===== config.mk =====
export PLATFORM = sky130hd
export DESIGN_NAME = dbg_cmd_arbiter_flat
export DESIGN_NICKNAME = d
export VERILOG_FILES = /design/src/rtl/dbg_cmd_arbiter_if.sv /design/src/rtl/dbg_cmd_arbiter.sv /design/src/flat_wrapper.sv
export SDC_FILE = /design/constraint.sdc
export NUM_CORES = 1
export LEC_CHECK = 0
export BUFFER_PORTS_ARGS = -buffer_cell sky130_fd_sc_hd__buf_2
export CORE_AREA = 4 4 144 132
export DETAILED_ROUTE_END_ITERATION = 16
export DIE_AREA = 0 0 148 136
export PLACE_DENSITY = 0.75
export SKIP_LAST_GASP = 1
export SYNTH_ARGS = -nofsm -noshare
export SYNTH_HDL_FRONTEND = slang
export SYNTH_SLANG_ARGS = --single-unit

===== constraint.sdc =====
create_clock -name clk -period 4.65 [get_ports clk]
set_clock_uncertainty 0.1 [all_clocks]
set_input_delay 0.2325 -clock clk [delete_from_list [all_inputs] [get_ports clk]]
set_output_delay 0.2325 -clock clk [all_outputs]
set_load 0.05 [all_outputs]

===== src/rtl/dbg_cmd_arbiter_if.sv =====
// Bundle of requester-side and debug-module-side signals for dbg_cmd_arbiter.
// The master modport is the arbiter; the slave modport is its environment.
interface dbg_cmd_arbiter_if #(
    parameter int NREQ = 2
) ();
    logic [NREQ*8-1:0]  req_cmd_i;
    logic [NREQ*32-1:0] req_addr_i;
    logic [NREQ*32-1:0] req_data_i;
    logic [NREQ*32-1:0] req_rdata_o;
    logic [NREQ-1:0]    req_ready_o;
    logic [NREQ-1:0]    req_err_o;
    logic [7:0]         cmd_o;
    logic [31:0]        addr_o;
    logic [31:0]        data_o;
    logic [31:0]        data_i;
    logic               ready_i;
    logic [NREQ-1:0]    grant_o;
    logic               busy_o;

    modport master (
        input  req_cmd_i, req_addr_i, req_data_i, data_i, ready_i,
        output req_rdata_o, req_ready_o, req_err_o, cmd_o, addr_o, data_o,
               grant_o, busy_o
    );

    modport slave (
        output req_cmd_i, req_addr_i, req_data_i, data_i, ready_i,
        input  req_rdata_o, req_ready_o, req_err_o, cmd_o, addr_o, data_o,
               grant_o, busy_o
    );
endinterface


===== src/rtl/dbg_cmd_arbiter.sv =====
// Round-robin arbiter sharing one debug-module command port between NREQ
// requesters, with per-command completion timeout.
module dbg_cmd_arbiter #(
    parameter int NREQ    = 2,
    parameter int TIMEOUT = 4096
) (
    input  logic              clk,
    input  logic              rstn_i,
    dbg_cmd_arbiter_if.master bus
);
    localparam int IDX_W = (NREQ > 1) ? $clog2(NREQ) : 1;
    localparam int TO_W  = $clog2(TIMEOUT) + 1;

    localparam logic [1:0] S_IDLE    = 2'd0;
    localparam logic [1:0] S_EXEC    = 2'd1;
    localparam logic [1:0] S_RELEASE = 2'd2;

    logic [1:0]         state_q, state_d;
    logic [IDX_W-1:0]   rr_q, rr_d;
    logic [IDX_W-1:0]   owner_q, owner_d;
    logic [NREQ-1:0]    grant_q, grant_d;
    logic [7:0]         cmd_q, cmd_d;
    logic [31:0]        addr_q, addr_d;
    logic [31:0]        data_q, data_d;
    logic [TO_W-1:0]    tcnt_q, tcnt_d;
    logic [NREQ*32-1:0] rdata_q, rdata_d;
    logic [NREQ-1:0]    ready_q, ready_d;
    logic [NREQ-1:0]    err_q, err_d;

    logic               pick_found;
    logic [IDX_W-1:0]   pick_idx;

    function automatic logic [IDX_W-1:0] wrap_inc(input logic [IDX_W-1:0] v);
        if (v == IDX_W'(NREQ - 1)) return '0;
        return v + 1'b1;
    endfunction

    // First requester at or after the round-robin pointer, wrapping modulo NREQ.
    always_comb begin : pick_search
        logic [IDX_W-1:0] cand;
        pick_found = 1'b0;
        pick_idx   = '0;
        cand       = rr_q;
        for (int i = 0; i < NREQ; i++) begin
            if (!pick_found && bus.req_cmd_i[int'(cand)*8 +: 8] != 8'h00) begin
                pick_found = 1'b1;
                pick_idx   = cand;
            end
            cand = wrap_inc(cand);
        end
    end

    always_comb begin
        state_d = state_q;
        rr_d    = rr_q;
        owner_d = owner_q;
        grant_d = grant_q;
        cmd_d   = cmd_q;
        addr_d  = addr_q;
        data_d  = data_q;
        tcnt_d  = tcnt_q;
        rdata_d = rdata_q;
        ready_d = ready_q;
        err_d   = err_q;

        case (state_q)
            S_IDLE: begin
                if (pick_found) begin
                    owner_d = pick_idx;
                    grant_d = NREQ'(1) << pick_idx;
                    cmd_d   = bus.req_cmd_i[int'(pick_idx)*8 +: 8];
                    addr_d  = bus.req_addr_i[int'(pick_idx)*32 +: 32];
                    data_d  = bus.req_data_i[int'(pick_idx)*32 +: 32];
                    tcnt_d  = '0;
                    state_d = S_EXEC;
                end
            end
            S_EXEC: begin
                tcnt_d = tcnt_q + 1'b1;
                // A completion in the final allowed cycle still counts as success.
                if (bus.ready_i) begin
                    rdata_d[int'(owner_q)*32 +: 32] = bus.data_i;
                    ready_d[owner_q]                = 1'b1;
                    state_d                         = S_RELEASE;
                end else if (tcnt_q == TO_W'(TIMEOUT - 1)) begin
                    err_d[owner_q]   = 1'b1;
                    ready_d[owner_q] = 1'b1;
                    state_d          = S_RELEASE;
                end
            end
            S_RELEASE: begin
                if (bus.req_cmd_i[int'(owner_q)*8 +: 8] == 8'h00) begin
                    ready_d = '0;
                    err_d   = '0;
                    grant_d = '0;
                    rr_d    = wrap_inc(owner_q);
                    state_d = S_IDLE;
                end
            end
            default: state_d = S_IDLE;
        endcase
    end

    always_ff @(posedge clk) begin
        if (!rstn_i) begin
            state_q <= S_IDLE;
            rr_q    <= '0;
            owner_q <= '0;
            grant_q <= '0;
            cmd_q   <= '0;
            addr_q  <= '0;
            data_q  <= '0;
            tcnt_q  <= '0;
            rdata_q <= '0;
            ready_q <= '0;
            err_q   <= '0;
        end else begin
            state_q <= state_d;
            rr_q    <= rr_d;
            owner_q <= owner_d;
            grant_q <= grant_d;
            cmd_q   <= cmd_d;
            addr_q  <= addr_d;
            data_q  <= data_d;
            tcnt_q  <= tcnt_d;
            rdata_q <= rdata_d;
            ready_q <= ready_d;
            err_q   <= err_d;
        end
    end

    assign bus.cmd_o       = (state_q == S_EXEC) ? cmd_q : 8'h00;
    assign bus.addr_o      = addr_q;
    assign bus.data_o      = data_q;
    assign bus.grant_o     = grant_q;
    assign bus.busy_o      = (state_q != S_IDLE);
    assign bus.req_rdata_o = rdata_q;
    assign bus.req_ready_o = ready_q;
    assign bus.req_err_o   = err_q;
endmodule

===== src/flat_wrapper.sv =====
// flat-port wrapper written by rule: the top's interface ports become plain ports
module dbg_cmd_arbiter_flat 
#(
    parameter int NREQ    = 2,
    parameter int TIMEOUT = 4096
)
  (clk, rstn_i, bus_req_cmd_i, bus_req_addr_i, bus_req_data_i, bus_data_i, bus_ready_i, bus_req_rdata_o, bus_req_ready_o, bus_req_err_o, bus_cmd_o, bus_addr_o, bus_data_o, bus_grant_o, bus_busy_o);
  dbg_cmd_arbiter_if #(.NREQ(NREQ)) bus_i ();
  input  logic clk;
  input  logic rstn_i;
  input wire logic [$bits(bus_i.req_cmd_i)-1:0] bus_req_cmd_i;
  input wire logic [$bits(bus_i.req_addr_i)-1:0] bus_req_addr_i;
  input wire logic [$bits(bus_i.req_data_i)-1:0] bus_req_data_i;
  input wire logic [$bits(bus_i.data_i)-1:0] bus_data_i;
  input wire logic [$bits(bus_i.ready_i)-1:0] bus_ready_i;
  output wire logic [$bits(bus_i.req_rdata_o)-1:0] bus_req_rdata_o;
  output wire logic [$bits(bus_i.req_ready_o)-1:0] bus_req_ready_o;
  output wire logic [$bits(bus_i.req_err_o)-1:0] bus_req_err_o;
  output wire logic [$bits(bus_i.cmd_o)-1:0] bus_cmd_o;
  output wire logic [$bits(bus_i.addr_o)-1:0] bus_addr_o;
  output wire logic [$bits(bus_i.data_o)-1:0] bus_data_o;
  output wire logic [$bits(bus_i.grant_o)-1:0] bus_grant_o;
  output wire logic [$bits(bus_i.busy_o)-1:0] bus_busy_o;
  assign bus_i.req_cmd_i = bus_req_cmd_i;
  assign bus_i.req_addr_i = bus_req_addr_i;
  assign bus_i.req_data_i = bus_req_data_i;
  assign bus_i.data_i = bus_data_i;
  assign bus_i.ready_i = bus_ready_i;
  assign bus_req_rdata_o = bus_i.req_rdata_o;
  assign bus_req_ready_o = bus_i.req_ready_o;
  assign bus_req_err_o = bus_i.req_err_o;
  assign bus_cmd_o = bus_i.cmd_o;
  assign bus_addr_o = bus_i.addr_o;
  assign bus_data_o = bus_i.data_o;
  assign bus_grant_o = bus_i.grant_o;
  assign bus_busy_o = bus_i.busy_o;
  dbg_cmd_arbiter #(.NREQ(NREQ), .TIMEOUT(TIMEOUT)) u_core (.clk(clk), .rstn_i(rstn_i), .bus(bus_i));
endmodule

* Yosys cells after proc, flatten, opt, wreduce, memory -nomap -nowiden
Index checks and enable logic that the tools add are counted.
** Operators by class
- Add/subtract/negate cells :: 4
- Order comparisons :: 2
- Equal/unequal tests :: 8
- Shift-type cells :: 9
- Mux-type cells :: 31
- Bitwise operators :: 2
- Reductions and logical operators :: 19
** Operators by type and width (number)
- 64-bit by 7-bit variable part select with 32-bit output :: 2
- 64-bit bitwise mux :: 1
- 32-bit by 33-bit variable shift with 64-bit output, first input constant :: 1
- 16-bit by 5-bit variable part select with 8-bit output :: 4
- 32-bit by 33-bit variable part select with 64-bit output :: 1
- 6-bit negator with 33-bit output :: 1
- 13-bit case mux with 2 select lines :: 1
- 2-bit two-way mux :: 9
- 8-bit nonzero test :: 2
- 13-bit by 1-bit adder with 13-bit output, second input constant :: 1
- 13-bit by 12-bit equality test with 1-bit output, second input constant :: 1
- 1-bit two-way mux :: 13
- 13-bit two-way mux :: 1
- 2-bit case mux with 2 select lines :: 3
- 3-bit AND reduction :: 3
- 8-bit zero test :: 1
- 8-bit two-way mux :: 1
- 2-bit AND reduction :: 4
- 2-bit nonzero test :: 4
- 2-bit by 1-bit inequality test with 1-bit output, second input constant :: 3
- 2-bit case mux with 3 select lines :: 1
- 2-bit bitwise OR :: 2
- 4-bit AND reduction :: 1
- 3-bit by 2-bit inequality test with 1-bit output, second input constant :: 1
- other kinds (11) :: 13
** Storage, ports and cells
- Bits in registers :: 159
- Bits of input ports :: 179
- Output and inout bits :: 143
- Logic and storage cells :: 86

* Logic depth before layout (Yosys ltp)
Gate-level depths: netlist (run 1).
- Word-level depth :: 9
- Gate-level depth with buffers :: 8
- Mapped depth without buffers :: 7

* Least setup slack after synthesis (run 1)
No wires, ideal clock.
- Path type :: register -> register
- From :: register u_core.state_q[1]
- To :: register u_core.owner_q
- Setup time :: 0.115 ns
- Arrival :: 1.709 ns
- Required time :: 4.435 ns
- Path slack :: 2.726 ns
- Cell stages (with the launch flop) :: 9
- Path buffers :: 2
- Period minus slack after synthesis :: 1.924 ns
- Cells stage by stage :: dfxtp_1 inv_1 ha_1 buf_2 inv_1 nor2_2 buf_2 nor2_1 o21a_1
** Between the ends
- Word-level cells in the longest chain between the ends :: 2
** Ends and longest elaborated chain
- start, declared :: line dbg_cmd_arbiter.sv:18 : logic [1:0] state_q, state_d;
- start signal, assigned :: line dbg_cmd_arbiter.sv:118 : state_q <= state_d;
- 2-bit zero test :: line dbg_cmd_arbiter.sv:66 : case (state_q)
- 2-bit AND reduction (no line)
- end signal, assigned :: line dbg_cmd_arbiter.sv:120 : owner_q <= owner_d;
- end, declared :: line dbg_cmd_arbiter.sv:20 : logic [IDX_W-1:0] owner_q, owner_d;
Every way passes these cells.
A chain may end at the register's enable or synchronous reset.

* Worst setup path after layout (run 1)
- From :: register u_core.state_q[1]
- To :: register u_core.data_q[7], in the netlist u_core.bus.data_o[7]
** Between the ends
- Word-level cells in the longest chain between the ends :: 2
** Ends and longest elaborated chain
- 2-bit zero test :: line dbg_cmd_arbiter.sv:66
- 2-bit AND reduction (no line)
- end signal, assigned :: line dbg_cmd_arbiter.sv:124 : data_q <= data_d;
- end, declared :: line dbg_cmd_arbiter.sv:24 : logic [31:0] data_q, data_d;
Every way passes these cells.

==> impl_metrics.yaml, run 1 <==
layout:
  final-seq-area_sq_um: 3183
  utilization_pct: 57.16
  drive_gt1_share_pct: 32.02
  fin_cells: 1411
  area.growth.synth_to_final_pct: 48.82
  final_design_area_no_fill_sq_um: 10000
  nNetsFinal: 1342
  layout.filler_cells: 1542
  antenna-diode-count: 0
  multi_input_comb_area_sq_um: 3152
outcome:
  outcome: "completed"
synthesis:
  synth-main-ff-cell: "sky130_fd_sc_hd__dfxtp_1"
  synthAdderAreaFrac_pct: 0.9309
  synthCells: 766
  synth.largest_area_cell: "sky130_fd_sc_hd__dfxtp_1"
  synth-compound-area-share_pct: 20.03
  netlist_area_sq_um: 6720
  syn-mean-instance-area_sq_um: 8.773
  synth-async-reset-ratio_pct: 0
  synthXorXnorAreaFrac_pct: 1.043
  yosys.area.top_type_share_pct: 47.37
  post_synth_num_cell_types: 51
  yosys_register_bits: 159
  register_area_share_after_synthesis_pct: 47.37
  multiplexer_share_of_the_synthesized_area_pct: 10.72
  post_synth_most_frequent_cells: "sky130_fd_sc_hd__dfxtp_1, sky130_fd_sc_hd__a21oi_1, sky130_fd_sc_hd__nand2_1"
  main_combinational_cell_family_by_area_after_synthesis: "compound AO/OA/AOI/OAI gates"
  synthTopCellsByArea: "sky130_fd_sc_hd__dfxtp_1, sky130_fd_sc_hd__a21oi_1, sky130_fd_sc_hd__mux2i_1"
  synth-simple-area-share_pct: 13.98
  number_of_enable_flip_flop_cells_after_synthesis: 0
  synth_fp_nets: 950
  ys_warn_count: 0
  synth.most_common_cell: "sky130_fd_sc_hd__dfxtp_1"
grt:
  grt_pass1_wl_um: 34470
  grt-ovfl-total: 0
  number_of_antenna_violations_at_the_first_check_in_global_routing: 0
  grt_util_all_layers_pct: 21.11
  grt_pass1_vias: 6851
  grt_max_degree: 124
drt:
  via_count: 7054
  detail_route.iter0.violations: 340
  detail_route.vias_per_cell: 4.999
  drt.antenna.violating_nets: 0
  drt-wirelength-per-cell_um: 15.64
  drc: 0
  number_of_optimization_iterations_in_the_first_detailed_route_pass: 7
  wirelength_um: 22070
placement:
  dpl_cell_area_sq_um: 8346
  place.detailed.instances: 1275
  post-dp-hpwl_um: 14560
  gp_routability_congestion: 0.8009
  portBuffers: 321
sta:
  max_freq_ghz: 0.3574
  worstMarginPinSlew_ns: 1.112
  timing.slew.headroom_pct: 25.84
  rsz0062_at_grt: "no"
  finalHoldWorstSlack_ns: 0.01962
  setup_total_negative_slack_ns: 0
  setup_viol: 0
  period_minus_slack_ns: 2.798
  report.final.hold_viol_count: 0
  final.period_utilization_pct: 60.17
  timing.final.max_slew_violations: 0
pwr:
  p_int_mw: 2.982
  power.switching_mw: 2.605
  power-per-cell-area_nw_per_um2: 558.7
  p_leak_nw: 4.886
  ir_worst_vdd_v: 0.0003301
  proportion_of_power_drawn_by_the_clock_network_pct: 25.1
  netSwitchingFraction_pct: 46.62
  power.sequential.fraction_pct: 32.6
  share_comb_of_total_power_pct: 42.2
cts:
  path_clk_slew_ns: 0.07
  clock_sink_count: 159
  postcts_setup_bufs: 0
  clk_latency_ns: 0.42
  tritoncts: "built"
  number_of_cts_inserted_buffers: 17
  cts_root_buf: "sky130_fd_sc_hd__clkbuf_16"
  cts-resized-gates: 0
  cts.path.max_buffers: 2
  ctsHoldBuffers: 104
  clock_tree.htree_level_count: 4
run:
  cap_viol_max_count: 0
die:
  initial_utilization_pct: 38.41
  fp.dieH_um: 136
  coreArea_sq_um: 17500
  floorplan.io_pins: 322
  die_x_um: 148
  total_die_area_sq_um: 20130
  placementRows: 46
worst_setup_path:
  endpoint_kind: "flop"
  timing_worst_setup_path_type: "flop to flop"
  maximum_fanout_encountered_on_the_critical_timing_path: 123
  cp_data_required_time_ns: 4.88
  worstSetupStartpoint: "u_core.state_q[1]"
  r2r-start: "u_core.state_q[1]"
  critPathLaunchType: "flop"
  crit_arrival_ns: 3.03
min_path:
  min_path_type: "primary input to flop"
  hp-start: "bus_req_addr_i[1]"
-- metrics by stage --
step,worst slack [ns],power [mW]
6_report,1.852,5.587
3_3_place_gp,2.092,4.075
4_1_cts,1.968,5.605
5_1_grt,1.656,5.862
3_5_place_dp,1.988,4.117
2_1_floorplan,2.726,3.607
-- area by class of cell --
type                    count  share of cell area (%)
multi-input cells         542                   31.52
inverters                   5                  0.1877
clock buffers              17                   4.254
clock inverters            15                   1.889
repair buffers            433                   27.32
well taps                 240                   3.003
flip-flops and latches    159                   31.83
-- worst max-delay path, stage by stage, from the launching register on --
cell                      delay, ns
sky130_fd_sc_hd__dfxtp_1       0.32
sky130_fd_sc_hd__inv_1         0.12
sky130_fd_sc_hd__ha_1          0.58
sky130_fd_sc_hd__inv_1         0.22
sky130_fd_sc_hd__nor2_4        0.45
sky130_fd_sc_hd__buf_12        0.38
sky130_fd_sc_hd__o21ai_0       0.18
sky130_fd_sc_hd__a21oi_1       0.24
-- layer usage --
layer | GRT usage, % | share of wire (%) | up-vias
met3 | 6.267 | 6.2 | 52
met2 | 38.17 | 52 | 255
met5 | 0 | 0 | -
met1 | 23.58 | 39 | 3283
met4 | 7.696 | 2.9 | 0
li1 | - | - | 3464
-- path summary, 6_finish.rpt --
kind	end	slack [ns]	cells after the start
max	u_core.bus.data_o[7]	1.85	7
min	u_core.bus.addr_o[1]	0.02	3
max reg2reg	u_core.bus.data_o[7]	1.85	7
min reg2reg	u_core.bus.req_rdata_o[15]	0.35	2
-- registers in the layout, summed over array words and instances, names as in the netlist --
name	cells
u_core.bus.req_err_o	2
u_core.bus.addr_o	32
u_core.bus.req_rdata_o	64
u_core.cmd_q	8
u_core.bus.data_o	32
u_core.state_q	2
u_core.rr_q	1
u_core.owner_q	1
u_core.bus.req_ready_o	2
u_core.tcnt_q	13
u_core.bus.grant_o	2
-- logic make-up after synthesis --
| kind of cell | after synthesis |
|---|---|
| AND/OR/NAND/NOR | 206 |
| flip-flops | 159 |
| adder cells (fa/ha/maj) | 5 |
| AO/OA/AOI/OAI | 251 |
| buffers and inverters | 65 |
| XOR/XNOR | 8 |
| multiplexers | 72 |
-- cell usage in the layout, fill, tap and decap left out, types with 4 or more instances in the layout --
master / synthesis / layout
sky130_fd_sc_hd__buf_2: 4 / 321
sky130_fd_sc_hd__nand2_1: 140 / 140
sky130_fd_sc_hd__nor2_1: 15 / 15
sky130_fd_sc_hd__inv_1: 4 / 4
sky130_fd_sc_hd__o21ai_0: 75 / 75
sky130_fd_sc_hd__dfxtp_1: 159 / 159
sky130_fd_sc_hd__and3_1: 6 / 6
sky130_fd_sc_hd__mux2i_1: 72 / 72
sky130_fd_sc_hd__and2_1: 9 / 9
sky130_fd_sc_hd__ha_1: 5 / 5
sky130_fd_sc_hd__clkinv_8: 0 / 6
sky130_fd_sc_hd__nand3_1: 10 / 10
sky130_fd_sc_hd__buf_4: 1 / 6
sky130_fd_sc_hd__dlygate4sd3_1: 0 / 104
sky130_fd_sc_hd__a21oi_1: 149 / 149
sky130_fd_sc_hd__inv_8: 0 / 5
sky130_fd_sc_hd__xnor2_1: 8 / 8
sky130_fd_sc_hd__a211oi_1: 6 / 6
sky130_fd_sc_hd__clkinv_4: 0 / 4
sky130_fd_sc_hd__clkbuf_16: 0 / 17
sky130_fd_sc_hd__o21ai_1: 4 / 4
-- power groups by stage --
stage | clock [mW] | combinational (mW) | sequential, mW
final | 1.40 | 2.36 | 1.82
after global routing | 1.50 | 2.51 | 1.85
after CTS | 1.44 | 2.35 | 1.81
after detailed placement | 0 | 2.28 | 1.83
after global placement | 0 | 2.24 | 1.84
after floorplan | 0 | 0.846 | 2.76
Power figures use the tool's default switching activity.
==> run 2: changes to the inputs <==
==> constraint.sdc (replaced) <==
create_clock -name clk -period 2.8 [get_ports clk]
set_clock_uncertainty 0.1 [all_clocks]
set_input_delay 0.14 -clock clk [delete_from_list [all_inputs] [get_ports clk]]
set_output_delay 0.14 -clock clk [all_outputs]
set_load 0.05 [all_outputs]
==> run 2 against run 1 <==
  * Critical path depth grew 2
  * Register-to-register slack lost 1.4 ns
  * Design area grew 8.0%
==> impl_metrics.yaml, run 2 (synthesis results as in run 1) <==
worst_setup_path:
  critical_path_s_largest_stage_delay_ns: 0.60
  critPathLaunchType: "primary input"
  crit_chain: "dlygate4sd3_1, buf_2, nor4_4, nand2_2, o21ai_4, buf_4, mux2i_1, dlygate4sd3_1, a21oi_1"
  cp_data_required_time_ns: 2.98
  endpoint_kind: "flop"
  timing_worst_setup_path_type: "primary input to flop"
  cp_common_cell: "sky130_fd_sc_hd__dlygate4sd3_1"
  crit_arrival_ns: 2.88
  crit_slowest_cell: "sky130_fd_sc_hd__dlygate4sd3_1"
  maximum_fanout_encountered_on_the_critical_timing_path: 12
min_path:
  min_path_type: "primary input to flop"
drt:
  wirelength_um: 25580
  drt-wirelength-per-cell_um: 17.11
  detail_route.vias_per_cell: 5.135
  via_count: 7677
  drc: 0
  detail_route.iter0.violations: 614
  number_of_optimization_iterations_in_the_first_detailed_route_pass: 6
  drt.antenna.violating_nets: 0
die:
  placementRows: 46
  coreArea_sq_um: 17500
  fp.dieH_um: 136
  die_x_um: 148
  initial_utilization_pct: 38.41
  total_die_area_sq_um: 20130
  floorplan.io_pins: 322
sta:
  setup_viol: 0
  rsz0062_at_grt: "no"
  period_minus_slack_ns: 2.704
  setup_total_negative_slack_ns: 0
  final.period_utilization_pct: 96.58
  report.final.hold_viol_count: 0
  timing.slew.headroom_pct: 55.84
  max_freq_ghz: 0.3698
  timing.final.max_slew_violations: 0
  worstMarginPinSlew_ns: 0.6624
outcome:
  outcome: "completed"
layout:
  layout.filler_cells: 1424
  largest_reg_flops: 64
  most-common-layout-cells: "sky130_fd_sc_hd__buf_2, sky130_fd_sc_hd__dlygate4sd3_1, sky130_fd_sc_hd__dfxtp_1, sky130_fd_sc_hd__a21oi_1, sky130_fd_sc_hd__nand2_1"
  utilization_pct: 61.72
  multi_input_comb_area_sq_um: 3161
  area.growth.synth_to_final_pct: 60.70
  drive_gt1_share_pct: 30.78
  layout.cells.most_common: "sky130_fd_sc_hd__buf_2"
  final-seq-area_sq_um: 3183
  nNetsFinal: 1425
cts:
  tritoncts: "built"
  clk_latency_ns: 0.42
  clock_tree.htree_level_count: 4
  path_clk_slew_ns: 0.07
  clock_sink_count: 159
  number_of_cts_inserted_buffers: 17
  cts.path.max_buffers: 2
  cts_root_buf: "sky130_fd_sc_hd__clkbuf_16"
grt:
  number_of_antenna_violations_at_the_first_check_in_global_routing: 1
  grt_pass1_vias: 7827
  grt_util_all_layers_pct: 24.11
  grt_pass1_wl_um: 39170
  grt-ovfl-total: 0
  grt_max_degree: 123
placement:
  gp_routability_congestion: 0.8523
  post-dp-hpwl_um: 14920
  portBuffers: 321
pwr:
  power-per-cell-area_nw_per_um2: 877.8
  p_leak_nw: 5.239
  ir_worst_vdd_v: 0.0006645
  post-layout-total-power_mw: 9.479
run:
  cap_viol_max_count: 0
==> run 2: cell types whose count changed in the layout (fill, tap and decap cells not counted), sizes merged <==
cell / before / now
buf: 329 / 339
bufinv: 0 / 1
clkbuf: 17 / 18
clkinv: 10 / 8
inv: 10 / 11
dlygate4sd3: 104 / 176
diode: 0 / 1
==> run 2: critical path, delay by kind of cell <==
kind | cells | cell delay (ns)
buffers and inverters | 4 | 1.64
AO/OA/AOI/OAI | 2 | 0.33
AND/OR/NAND/NOR | 2 | 0.55
multiplexers | 1 | 0.22
==> run 2: area by class of cell <==
class	instances	share of cell area, %
sequential	159	29.48
clock buffer	17	3.939
multi-input combinational	542	29.27
inverter	5	0.1738
clock inverter	15	1.437
antenna	1	0.02317
timing repair buffer	516	32.90
tap	240	2.781
==> run 2: path summary, 6_finish.rpt <==
| kind | startpoint | end | slack [ns] | cells after the start |
|---|---|---|---|---|
| worst max-delay path | bus_req_cmd_i[14] | u_core.bus.addr_o[15] | 0.1 | 9 |
| worst min-delay path | bus_req_cmd_i[13] | u_core.rr_q | 0.04 | 5 |
| worst max register to register | u_core.rr_q | u_core.bus.addr_o[15] | 0.50 | 5 |
| worst min register to register | u_core.bus.req_rdata_o[45] | u_core.bus.req_rdata_o[45] | 0.35 | 2 |
==> run 2: repair_timing <==
item / CTS / global route
hold buffers: 176 / 0
setup buffers: 0 / 4
setup endpoints to repair: 0 / 42
endpoints found under the hold margin: 136 / 0
resized for setup: 0 / 1
==> run 2: where the power goes <==
group | switching [mW] | total, mW | internal, mW
Sequential | 0.278 | 3.06 | 2.78
Clock | 1.04 | 2.29 | 1.26
Combinational | 3.06 | 4.13 | 1.07
==> run 2: per-layer routing <==
layer	part of all wire, %	vias to the layer above	GRT usage, %
met5	0.051	-	0
met4	4.3	2	11.90
met3	6.8	104	6.833
met2	51	397	43.19
met1	37	3553	26.20
li1	-	3621	-
==> run 2: metrics by stage <==
| step | std cells | hold WS (ns) | setup WS (ns) | cell area, sq um |
|---|---|---|---|---|
| global route | 1494 | 0.03650 | 0.01425 | 10800 |
| CTS | 1489 | 0.01441 | 0.08295 | 10730 |
| floorplan | 766 | 0.1760 | 0.8760 | 6720 |
| finish | 1495 | 0.04112 | 0.09587 | 10800 |
| global placement | 1281 | 0.2930 | 0.7521 | 8391 |
| detailed placement | 1281 | 0.2970 | 0.7047 | 8391 |
